### src/rtl/bvh_prim_dispatch.sv
// bvh_prim_dispatch: turns leaf ranges {start, count} delivered by the BVH
// traversal unit into a stream of single primitive indices for the tester.
// Ranges are held in a small circular queue; the head entry is walked with
// an offset register until its last primitive is handed off.
// Optional feature: define BVH_PRIM_LEAF_MERGE_EN to coalesce a pushed range
// into the queue tail when the two ranges are contiguous.
module bvh_prim_dispatch #(
  parameter int PRIM_INDEX_W  = 16,
  parameter int PRIM_AMOUNT_W = 8,
  parameter int QUEUE_DEPTH   = 4
) (
  input  logic                         clk,
  input  logic                         reset,
  input  logic                         restart_strobe,
  input  logic                         leaf_valid,
  input  logic [PRIM_INDEX_W-1:0]      start_prim [2],
  input  logic [PRIM_AMOUNT_W-1:0]     num_prim [2],
  output logic                         leaf_ready,
  input  logic                         bvh_finished,
  output logic                         prim_valid,
  output logic [PRIM_INDEX_W-1:0]      prim_index,
  input  logic                         prim_ready,
  output logic                         done,
  output logic [$clog2(QUEUE_DEPTH):0] queue_count
);

  localparam int PTR_W = $clog2(QUEUE_DEPTH);
  localparam int CNT_W = PTR_W + 1;

`ifdef BVH_PRIM_LEAF_MERGE_EN
  localparam bit MergeEn = 1'b1;
`else
  localparam bit MergeEn = 1'b0;
`endif

  typedef enum logic [1:0] {S_IDLE, S_ISSUE, S_DONE} state_e;

  state_e                   state_q, state_d;
  logic [PRIM_INDEX_W-1:0]  start_mem [QUEUE_DEPTH];
  logic [PRIM_AMOUNT_W-1:0] count_mem [QUEUE_DEPTH];
  logic [PTR_W-1:0]         head_q, head_d, tail_q, tail_d;
  logic [CNT_W-1:0]         occ_q, occ_d;
  logic [PRIM_AMOUNT_W-1:0] offset_q, offset_d;

  logic                     accept, push0, push1, hs, pop;
  logic [1:0]               n_alloc;
  logic                     wa_en, wb_en;
  logic [PTR_W-1:0]         wa_idx, wb_idx, vt_idx;
  logic [PRIM_INDEX_W-1:0]  wa_start, wb_start, vt_start;
  logic [PRIM_AMOUNT_W-1:0] wa_cnt, wb_cnt, vt_cnt;
  logic                     vt_ok;

  // A range may extend the tail when it starts right where the tail ends and
  // the combined count still fits in a count field.
  function automatic logic can_merge(input logic                     ok,
                                     input logic [PRIM_INDEX_W-1:0]  t_start,
                                     input logic [PRIM_AMOUNT_W-1:0] t_cnt,
                                     input logic [PRIM_INDEX_W-1:0]  s,
                                     input logic [PRIM_AMOUNT_W-1:0] n);
    logic [PRIM_AMOUNT_W:0] sum;
    sum = {1'b0, t_cnt} + {1'b0, n};
    return MergeEn && ok && ((t_start + PRIM_INDEX_W'(t_cnt)) == s) && !sum[PRIM_AMOUNT_W];
  endfunction

  // Ready is taken from the registered count, so two slots always fit.
  assign leaf_ready  = (occ_q <= CNT_W'(QUEUE_DEPTH - 2));
  assign queue_count = occ_q;
  assign accept      = leaf_valid && leaf_ready && (state_q != S_DONE) && !restart_strobe;
  assign push0       = accept && (num_prim[0] != '0);
  assign push1       = accept && (num_prim[1] != '0);
  assign hs          = (state_q == S_ISSUE) && prim_ready;
  assign pop         = hs && (offset_q == (count_mem[head_q] - PRIM_AMOUNT_W'(1)));
  assign prim_index  = prim_valid ? (start_mem[head_q] + PRIM_INDEX_W'(offset_q)) : '0;

  // Decide where each accepted slot lands: merged into the tail or a new entry.
  // NOTE: every variable of an always_comb is given a default first so no path leaves it unassigned (no latch).
  always_comb begin
    wa_en    = 1'b0;
    wa_idx   = tail_q;
    wa_start = start_prim[0];
    wa_cnt   = num_prim[0];
    wb_en    = 1'b0;
    wb_idx   = tail_q;
    wb_start = start_prim[1];
    wb_cnt   = num_prim[1];
    n_alloc  = 2'd0;
    vt_ok    = (occ_q >= CNT_W'(2));
    vt_idx   = tail_q - PTR_W'(1);
    vt_start = start_mem[vt_idx];
    vt_cnt   = count_mem[vt_idx];
    if (push0) begin
      wa_en = 1'b1;
      if (can_merge(vt_ok, vt_start, vt_cnt, start_prim[0], num_prim[0])) begin
        wa_idx   = vt_idx;
        wa_start = vt_start;
        wa_cnt   = vt_cnt + num_prim[0];
      end else begin
        n_alloc = 2'd1;
      end
      vt_ok    = 1'b1;
      vt_start = wa_start;
      vt_cnt   = wa_cnt;
    end
    if (push1) begin
      if (can_merge(vt_ok, vt_start, vt_cnt, start_prim[1], num_prim[1])) begin
        wa_en    = 1'b1;
        wa_idx   = push0 ? wa_idx : vt_idx;
        wa_start = vt_start;
        wa_cnt   = vt_cnt + num_prim[1];
      end else begin
        wb_en   = 1'b1;
        wb_idx  = tail_q + PTR_W'(n_alloc);
        n_alloc = n_alloc + 2'd1;
      end
    end
  end

  // Pointer, occupancy and offset next state; restart flushes everything.
  always_comb begin
    head_d   = head_q;
    tail_d   = tail_q + PTR_W'(n_alloc);
    occ_d    = occ_q + CNT_W'(n_alloc) - CNT_W'(pop);
    offset_d = offset_q;
    if (hs) begin
      if (pop) begin
        offset_d = '0;
        head_d   = head_q + PTR_W'(1);
      end else begin
        offset_d = offset_q + PRIM_AMOUNT_W'(1);
      end
    end
    if (restart_strobe) begin
      head_d   = '0;
      tail_d   = '0;
      occ_d    = '0;
      offset_d = '0;
    end
  end

  // FSM next state and the outputs decoded from the current state.
  always_comb begin
    state_d    = state_q;
    prim_valid = (state_q == S_ISSUE);
    done       = (state_q == S_DONE);
    if (restart_strobe) begin
      state_d = S_IDLE;
    end else begin
      case (state_q)
        S_IDLE, S_ISSUE: begin
          if (occ_d != '0)       state_d = S_ISSUE;
          else if (bvh_finished) state_d = S_DONE;
          else                   state_d = S_IDLE;
        end
        S_DONE:  state_d = S_DONE;
        default: state_d = S_IDLE;
      endcase
    end
  end

  // State register.
  // NOTE: sequential state is updated with non-blocking assignments so every flop samples pre-edge values.
  always_ff @(posedge clk or posedge reset) begin
    if (reset) state_q <= S_IDLE;
    else       state_q <= state_d;
  end

  // Queue control registers.
  always_ff @(posedge clk or posedge reset) begin
    if (reset) begin
      head_q   <= '0;
      tail_q   <= '0;
      occ_q    <= '0;
      offset_q <= '0;
    end else begin
      head_q   <= head_d;
      tail_q   <= tail_d;
      occ_q    <= occ_d;
      offset_q <= offset_d;
    end
  end

  // Range storage writes.
  // NOTE: the storage array has no reset; entries are only read once occupancy marks them written.
  always_ff @(posedge clk) begin
    if (wa_en) begin
      start_mem[wa_idx] <= wa_start;
      count_mem[wa_idx] <= wa_cnt;
    end
    if (wb_en) begin
      start_mem[wb_idx] <= wb_start;
      count_mem[wb_idx] <= wb_cnt;
    end
  end

endmodule

### config.mk
export PLATFORM = sky130hd
export DESIGN_NAME = bvh_prim_dispatch
export DESIGN_NICKNAME = d
export VERILOG_FILES = /design/src/rtl/bvh_prim_dispatch.sv
export SDC_FILE = /design/constraint.sdc
export NUM_CORES = 1
export LEC_CHECK = 0
export ABC_AREA = 1
export BUFFER_PORTS_ARGS = -buffer_cell sky130_fd_sc_hd__buf_2
export CAP_MARGIN = 40
export CORE_MARGIN = 1
export CORE_UTILIZATION = 35
export CTS_CLUSTER_SIZE = 8
export DETAILED_ROUTE_END_ITERATION = 12
export SLEW_MARGIN = 20
export SYNTH_ARGS = -nofsm -noshare
export SYNTH_HDL_FRONTEND = slang
export SYNTH_SLANG_ARGS = --single-unit
### constraint.sdc
create_clock -name clk -period 4.5 [get_ports clk]
set_clock_uncertainty 0.05 [all_clocks]
set_input_delay 0.9 -clock clk [delete_from_list [all_inputs] [get_ports clk]]
set_output_delay 0.9 -clock clk [all_outputs]
set_load 0.005 [all_outputs]
== Yosys cells after proc, flatten, opt, wreduce, memory -nomap -nowiden ==
Memory sizes are Yosys's and may differ from the RTL's.
Index checks and enable logic that the tools add are counted.

* $add $sub $neg: 9
* Order comparisons: 1
* Equality and inequality tests: 4
* Muxes and demuxes: 22
* Reductions and logical operators: 16

{| class="wikitable"
|+ Operators with widths
! cell !! count
|-
| 2-to-1 mux 8 bit || 3
|-
| 2-to-1 mux 2 bit || 9
|-
| adder 16 x 8 -> 16 bit || 1
|-
| 2-to-1 mux 16 bit || 1
|-
| nonzero test 8 bit || 2
|-
| adder 8 x 1 -> 8 bit (second input constant) || 1
|-
| equality test 8 bit || 1
|-
| subtractor 8 x 1 -> 8 bit (second input constant) || 1
|-
| logical AND 1 bit || 7
|-
| 2-to-1 mux 1 bit || 7
|-
| adder 2 x 1 -> 2 bit (second input constant) || 2
|-
| adder 2 bit || 2
|-
| one-hot mux 2 bit (2 select lines) || 1
|-
| nonzero test 2 bit || 2
|-
| adder 3 x 2 -> 3 bit || 1
|-
| <= comparator 3 x 2 -> 1 bit (second input constant) || 1
|-
| 2-to-1 mux 3 bit || 1
|-
| nonzero test 3 bit || 1
|-
| subtractor 3 x 1 -> 3 bit || 1
|-
| equality test 2 x 1 -> 1 bit (second input constant) || 1
|-
| equality test 2 bit (second input constant) || 1
|-
| logical NOT 2 bit || 1
|-
| inequality test 2 bit (second input constant) || 1
|-
| AND reduction 2 bit || 1
|-
| other kinds (2) || 2
|}

* Bits in registers: 17
* Memory bits (writable): 96
* Logic and storage cells: 59
* Memories: 2

{| class="wikitable"
|+ Memory list
! name !! depth !! bits a word !! rd ports !! clocked after memory_dff !! wr ports !! line !! source
|-
| start_mem || 4 || 16 || 1 || 0 || 2 || 39 || <nowiki>logic [PRIM_INDEX_W-1:0] start_mem [QUEUE_DEPTH];</nowiki>
|-
| count_mem || 4 || 8 || 1 || 0 || 2 || 40 || <nowiki>logic [PRIM_AMOUNT_W-1:0] count_mem [QUEUE_DEPTH];</nowiki>
|}

== Longest topological paths before layout ==
Gate-level depths: netlist of run 1.

* Depth after elaboration: 15
* Depth in mapped cells: 25
* Depth with buffers taken out: 24

== Least setup slack after synthesis of run 1 ==
No wires, ideal clock.

* Path kind: register to output
* Start: register head_q[0]
* End: output prim_index[12]
* Arrival: 2.895 ns
* Data required time: 3.550 ns
* Slack: 0.655 ns
* Cell stages (with the launch flop): 20
* Buffers on the path: 4
* Cells stage by stage: dfrtp_1 -> inv_2 -> buf_6 -> buf_4 -> clkbuf_1 -> clkbuf_1 -> nor2_1 -> o22ai_1 -> ha_1 -> fa_1 -> nand2_1 -> inv_1 -> o21ai_0 -> nand2_1 -> inv_1 -> o21ai_0 -> nand2_1 -> nor2_1 -> a21oi_1 -> nor3_1

* Word-level cells in the longest chain between the ends: 3

{| class="wikitable"
|+ RTL lines
! item !! line !! source
|-
| from (decl) || 41 || <nowiki>logic [PTR_W-1:0] head_q, head_d, tail_q, tail_d;</nowiki>
|-
| from (signal assigned) || 170 || <nowiki>head_q <= '0;</nowiki>
|-
| from (signal assigned) || 175 || <nowiki>head_q <= head_d;</nowiki>
|-
| memory read (4 x 16 bit) || - ||
|-
| adder 16 x 8 -> 16 bit || 73 || <nowiki>assign prim_index = prim_valid ? (start_mem[head_q] + PRIM_INDEX_W'(offset_q)) : '0;</nowiki>
|-
| 2-to-1 mux 16 bit || 73 ||
|-
| to (decl) || 21 || <nowiki>output logic [PRIM_INDEX_W-1:0] prim_index,</nowiki>
|}

No other way between the ends.

== Worst setup path after layout of run 1 ==
* Start: register head_q[0]
* End: output prim_index[15]

Same word-level chain as after synthesis.

==> results of run 1 <==
==> cell usage after synthesis (6+ instances only) <==
cell type  instances
nand2_1          208
o21ai_0          136
edfxtp_1          96
inv_1             72
nor2_1            66
nand3_1           34
clkbuf_1          18
a21oi_1           17
dfrtp_1           17
ha_1              16
o22ai_1           14
xor2_1            11
buf_2             10
nand4_1            8
inv_2              7
nand2_2            6
nor3_1             6
==> layer usage <==
metal	up-vias	wire, µm	global-route usage [%]
met1	2480	7890	23.7
met2	137	7960	29.9
met5	-	0	0
met3	25	684	4.09
met4	0	332	7.00
li1	2762	-	-
==> report_power, final <==
part           total (mW)  internal, mW  switching, mW
Sequential           1.50          1.42         0.0830
Clock                1.32         0.859          0.461
Combinational        1.04         0.348          0.692
Total                3.86          2.62           1.24
==> state kept, by name, summed over array words and instances, names as in the netlist <==
register     cells
start_mem       64
count_mem       32
offset_q         8
queue_count      3
head_q           2
state_q          2
tail_q           2
==> cells by family (layout without fill, tap and decap cells) <==
kind of cell	count (synthesis)	count (layout)	share of synthesized area [%]
compound gates	177	177	14.2
simple gates	339	339	21.6
buf+inv	115	203	7.38
fa+ha+maj	18	18	3.71
xor+xnor	15	15	2.03
flops	113	113	51.1
==> worst max path at each step <==
| stage | start | endpoint | cells after the start |
|---|---|---|---|
| after global placement | head_q[0] | prim_index[12] | 16 |
| after CTS | head_q[0] | prim_index[12] | 16 |
| after floorplan | head_q[0] | prim_index[12] | 19 |
| after global routing | head_q[0] | prim_index[12] | 16 |
| final | head_q[0] | prim_index[15] | 16 |
| after detailed placement | head_q[0] | prim_index[12] | 16 |
==> metrics by stage <==
stage               utilization (%)  hold WS, ns  power [mW]  area, µm²  setup WS (ns)
floorplan                         -        0.372        2.17       6480          0.655
global placement               39.5        0.418        2.55       7120          0.615
detailed placement             39.6        0.397        2.57       7130          0.521
CTS                            42.9        0.414        3.88       7720         0.0527
global route                   42.9        0.438        4.09       7730         0.0405
finish                         42.9        0.410        3.86       7730          0.263
==> cell type report <==
type | count | area (µm²)
tap | 229 | 287
clock buffer | 29 | 574
sequential | 113 | 3310
timing repair buffer | 92 | 507
clock inverter | 3 | 15.0
fill | 1781 | 10300
inverter | 79 | 299
multi-input combinational | 549 | 2740
==> timing repair <==
| action | 4_1_cts | 5_1_grt |
|---|---|---|
| setup endpoints to repair | 0 | 4 |
| hold buffers | 0 | 0 |
| resized for setup | 0 | 4 |
==> metrics, run 1 <==
status=completed; cts bufs inserted=17; Starting Density=35.9%; Yosys warning count=0; Routed WL per cell=15.4 µm; # H-tree levels=4; flop-to-flop setup slack=0.57 ns; gpl congestion=0.863; WP data required=3.55 ns; worst-case reg-to-reg path depth=23; Post-Synthesis Cells=777; Worst Hold Class=flip-flop to flip-flop; remaining routing DRC violations=0; Slew @ Worst Pin=0.724 ns; CORE AREA=18000 µm²; Setup-failing EPs final=0; post-synthesis instance area=6480 µm²; post-DP HPWL=11600 µm; syn nets=849; hold wc startpoint=state_q[1]; crit path cell chain=buf_4, o21ai_0, o22ai_1, ha_1, a21oi_1, nand2_1, nand2_1, nand4_1, nand2_1, o21ai_0, nand2_1, nor2_1, nand2_1, nand2_1, a21oi_1, buf_2; Endpoint, Worst Hold=state_q[0]; most common cell after layout, fill and taps aside=nand2_1; Global Route Usage Sum=18.3%; Area Overhead vs Synth=19.4%; f_max=236 MHz; global-route wire length before repair=27000 µm; Max Slew Vio Count=0; min cycle time layout=4.24 ns; CP endpoint kind=output port; antenna violations before repair=0; VDD IR max=0.000313 V; antenna-violating nets left=0; WP buf/inv=2; Synth top area share=44.5%; CTS sink count=113; FFs w/ async S/R, synth=15.0%; maxcap violations=0; Clock transition at path regs=0.05 ns; Startpoint Class=flip-flop; Most common cell on crit path=nand2_1; via count=5404; layout cells sized above 1=16.3%; PD cells=499 nW/µm²; cell family with most CP delay=simple AND/OR/NAND/NOR gates; Die Height=138 µm; DIE WIDTH=138 µm; Avg Synthesized Cell Area=8.33 µm²; final std cells w/o fill=1094; vias in the first global route=5119; synth top area cells=edfxtp_1 (45%), nand2_1 (12%), o21ai_0 (11%); first-pass detailed-route iteration total=5; critical path type=flip-flop to output port; dpl cells=1062; Synth cell types=33; CTS Root Cell=clkbuf_16; R2R Path Start=head_q[0]; largest net degree at the start of global routing=49; Hold Violations, Final=0; clk_lat worst skew=0.42 ns; Worst Path Max Fanout=23; Final nets=924; clock buffer depth=2; worst flop-to-flop path endpoint=state_q[1]; Slew headroom=51.5%; Synth Flop Type=edfxtp_1; drt via density=4.94; Buffers on Ports=75; n_diodes=0; synthesized flop and latch total=113; Setup Fix Bufs, Post-CTS=0; max incr delay on CP=0.38 ns; commonest non-fill, non-tap cells in the layout=nand2_1 (208), o21ai_0 (133), edfxtp_1 (96); first-iteration detailed-routing DRC count=369; period utilization=94.2%; area leader, netlist=edfxtp_1; EDFF count, synth=96; CTS tree=done; Seq/Total Area, Yosys=51.1%; Ports=76; RSZ-0062 raised after global routing=no; Hold Path Depth=1; Post-Route WL=16900 µm; global route overflow=0; setup TNS=0 ns; DIE AREA=19100 µm²; Leakage=3.47 nW; CP max stage cell=dfrtp_1; Rows=49; data arrival time of the worst path=3.29 ns
Power figures use the tool's default switching activity.
==> run 2: changes to the inputs <==
==> constraint.sdc (replaced) <==
create_clock -name clk -period 4.5 [get_ports clk]
set_clock_uncertainty 0.05 [all_clocks]
set_input_delay 0.225 -clock clk [delete_from_list [all_inputs] [get_ports clk]]
set_output_delay 0.225 -clock clk [all_outputs]
set_load 0.005 [all_outputs]
==> run 2 against run 1 <==
- combinational power about the same
- flip-flop and latch count unchanged
- largest power group unchanged
- global-route usage is 0.14 points higher
- critical path depth did not move
- largest cell class unchanged
- sequential power is essentially flat
- utilization fell by 0.097 points
- sequential share of layout area rose by 0.11 points
- routed wire length decreased by 0.66%
- register-to-register slack improved by 0.39 ns
- setup slack improved by 0.30 ns
==> metrics, run 2 (synthesis gave the netlist of run 1 again) <==
GR met1 Demand/Resource=23.2% (was 23.7%); Slew headroom=46.8% (was 51.5%); post-DP HPWL=11300 µm (was 11600 µm); layout cells sized above 1=16.2% (was 16.3%); Hold Violations, Final=0 (unchanged); max FFs per register=64 (unchanged); Internal=2.64 mW (was 2.62 mW); DIE AREA=19100 µm² (unchanged); Leakage=3.44 nW (was 3.47 nW); global-route wire length before repair=26900 µm (was 27000 µm); switching fraction of total power=32.1% (was 32.0%); clock buffer depth=2 (unchanged); first-pass detailed-route iteration total=5 (unchanged); commonest non-fill, non-tap cells in the layout=nand2_1 (208), o21ai_0 (134), edfxtp_1 (96) (was nand2_1 (208), o21ai_0 (133), edfxtp_1 (96)); data arrival time of the worst path=3.67 ns (was 3.29 ns); n_diodes=0 (unchanged); Max Slew Vio Count=0 (unchanged); CTS tree=done (unchanged); Ports=76 (unchanged); vias in the first global route=5155 (was 5119); Psw=1.25 mW (was 1.24 mW); f_max=254 MHz (was 236 MHz); critical path type=flip-flop to output port (unchanged); CORE AREA=18000 µm² (unchanged); Buffers on Ports=75 (unchanged); global route overflow=0 (unchanged); GR peak layer=met2 (unchanged); power share of the clock group=35.1% (was 34.2%); dpl cells=1058 (was 1062); most common cell after layout, fill and taps aside=nand2_1 (unchanged); CTS sink count=113 (unchanged); largest net degree at the start of global routing=49 (unchanged); Starting Density=35.9% (unchanged); setup TNS=0 ns (unchanged); DIE WIDTH=138 µm (unchanged); Post-Route WL=16800 µm (was 16900 µm); WP data required=4.22 ns (was 3.55 ns); final std cells w/o fill=1091 (was 1094); CTS Root Cell=clkbuf_16 (unchanged); Global Route Usage Sum=18.5% (was 18.3%); period utilization=87.6% (was 94.2%); CP endpoint kind=output port (unchanged); Final nets=921 (was 924); antenna violations before repair=0 (unchanged); gpl congestion=0.879 (was 0.863); Rows=49 (unchanged); Worst Path Max Fanout=36 (was 23); Area Overhead vs Synth=19.1% (was 19.4%); clk_lat worst skew=0.42 ns (about the same); via count=5349 (was 5404); Comb pwr share=26.4% (was 26.9%); top flop regs=start_mem (64), count_mem (32), offset_q (8) (unchanged); Reg area=3310 µm² (about the same); Slew @ Worst Pin=0.796 ns (was 0.724 ns); Multi-input gate area=2730 µm² (was 2740 µm²); maxcap violations=0 (unchanged); Setup-failing EPs final=0 (unchanged); cts bufs inserted=17 (unchanged); Setup Fix Bufs, Post-CTS=0 (unchanged); antenna-violating nets left=0 (unchanged); Top reg by flops=start_mem (unchanged); VDD IR max=0.000290 V (was 0.000313 V); Startpoint Class=flip-flop (unchanged); RSZ-0062 raised after global routing=no (unchanged); status=completed (unchanged); Die Height=138 µm (unchanged); Filler Cells Inserted=1809 (was 1781); Seq pwr share=38.4% (was 38.9%); M3 GR Usage=4.33% (was 4.09%); Clock transition at path regs=0.05 ns (about the same); Util after Layout=42.8% (was 42.9%); Worst Hold Class=input pin to flip-flop (was flip-flop to flip-flop); min cycle time layout=3.94 ns (was 4.24 ns); GR Util met2=30.2% (was 29.9%); drt via density=4.90 (was 4.94); PD cells=505 nW/µm² (was 499 nW/µm²); # H-tree levels=4 (unchanged); Routed WL per cell=15.4 µm (about the same); remaining routing DRC violations=0 (unchanged); first-iteration detailed-routing DRC count=348 (was 369)
run 2: cell types whose count changed in the layout (fill, tap and decap cells not counted), moves of 3 or more:
| cell | before | now |
|---|---|---|
| buf_4 | 16 | 12 |
| clkbuf_16 | 20 | 17 |
| clkinv_2 | 3 | 0 |
| clkinvlp_4 | 0 | 3 |
run 2: layer usage:
metal  vias to the layer above  share of wire [%]
met4                         0                2.6
met2                       117                 47
met1                      2444                 46
met3                        24                4.1
met5                         -                  0
li1                       2764                  -
run 2: path summary, 6_finish.rpt:
kind / start / to / slack (ns) / depth (start not counted)
worst max-delay path: head_q[0] / prim_index[12] / 0.56 / 16
worst min-delay path: restart_strobe / tail_q[0] / 0.03 / 2
worst max register to register: head_q[0] / state_q[1] / 0.96 / 22
worst min register to register: state_q[1] / state_q[0] / 0.40 / 1
max in group asynchronous: reset / head_q[0] / 3.51 / 3
min in group asynchronous: reset / state_q[0] / 0.41 / 3
run 2: repair_timing:
action                                 4_1_cts  5_1_grt
setup endpoints to repair                    0        1
endpoints found under the hold margin       17        0
hold buffers                                 1        0
resized for setup                            0        3
run 2: power by group through the flow:
stage | Sequential (mW) | Combinational, mW | Clock, mW
2_1_floorplan | 1.50 | 0.679 | 0
3_3_place_gp | 1.52 | 1.03 | 0
3_5_place_dp | 1.52 | 1.04 | 0
4_1_cts | 1.50 | 1.04 | 1.39
5_1_grt | 1.52 | 1.19 | 1.43
6_report | 1.50 | 1.03 | 1.37
run 2: critical path: stages (launching register included):
cell and delay, ns:
dfrtp_2 0.53, buf_4 0.43, o21ai_0 0.17, o22ai_1 0.18
ha_1 0.21, fa_1 0.19, nand2_1 0.05, inv_1 0.07
o21ai_0 0.09, nand2_1 0.09, inv_1 0.05, o21ai_0 0.29
nand2_1 0.15, nor2_1 0.22, a21oi_1 0.10, nor3_1 0.25
buf_2 0.17
run 2: stage by stage:
step / hold slack [ns] / setup WS (ns) / cell area (µm²) / power, mW
after global routing: 0.0305 / 0.175 / 7710 / 4.13
after floorplan: 0.101 / 1.27 / 6480 / 2.17
after global placement: 0.313 / 0.894 / 7090 / 2.55
final: 0.0282 / 0.558 / 7710 / 3.89
after CTS: 0.00612 / 0.323 / 7700 / 3.93
after detailed placement: 0.322 / 0.797 / 7090 / 2.56
run 2: cell type report:
type	count	share of cell area [%]
clock buffer	25	6.55
tap	229	3.72
multi-input combinational	549	35.3
sequential	113	42.9
clock inverter	7	1.30
timing repair buffer	89	6.31
inverter	79	3.88
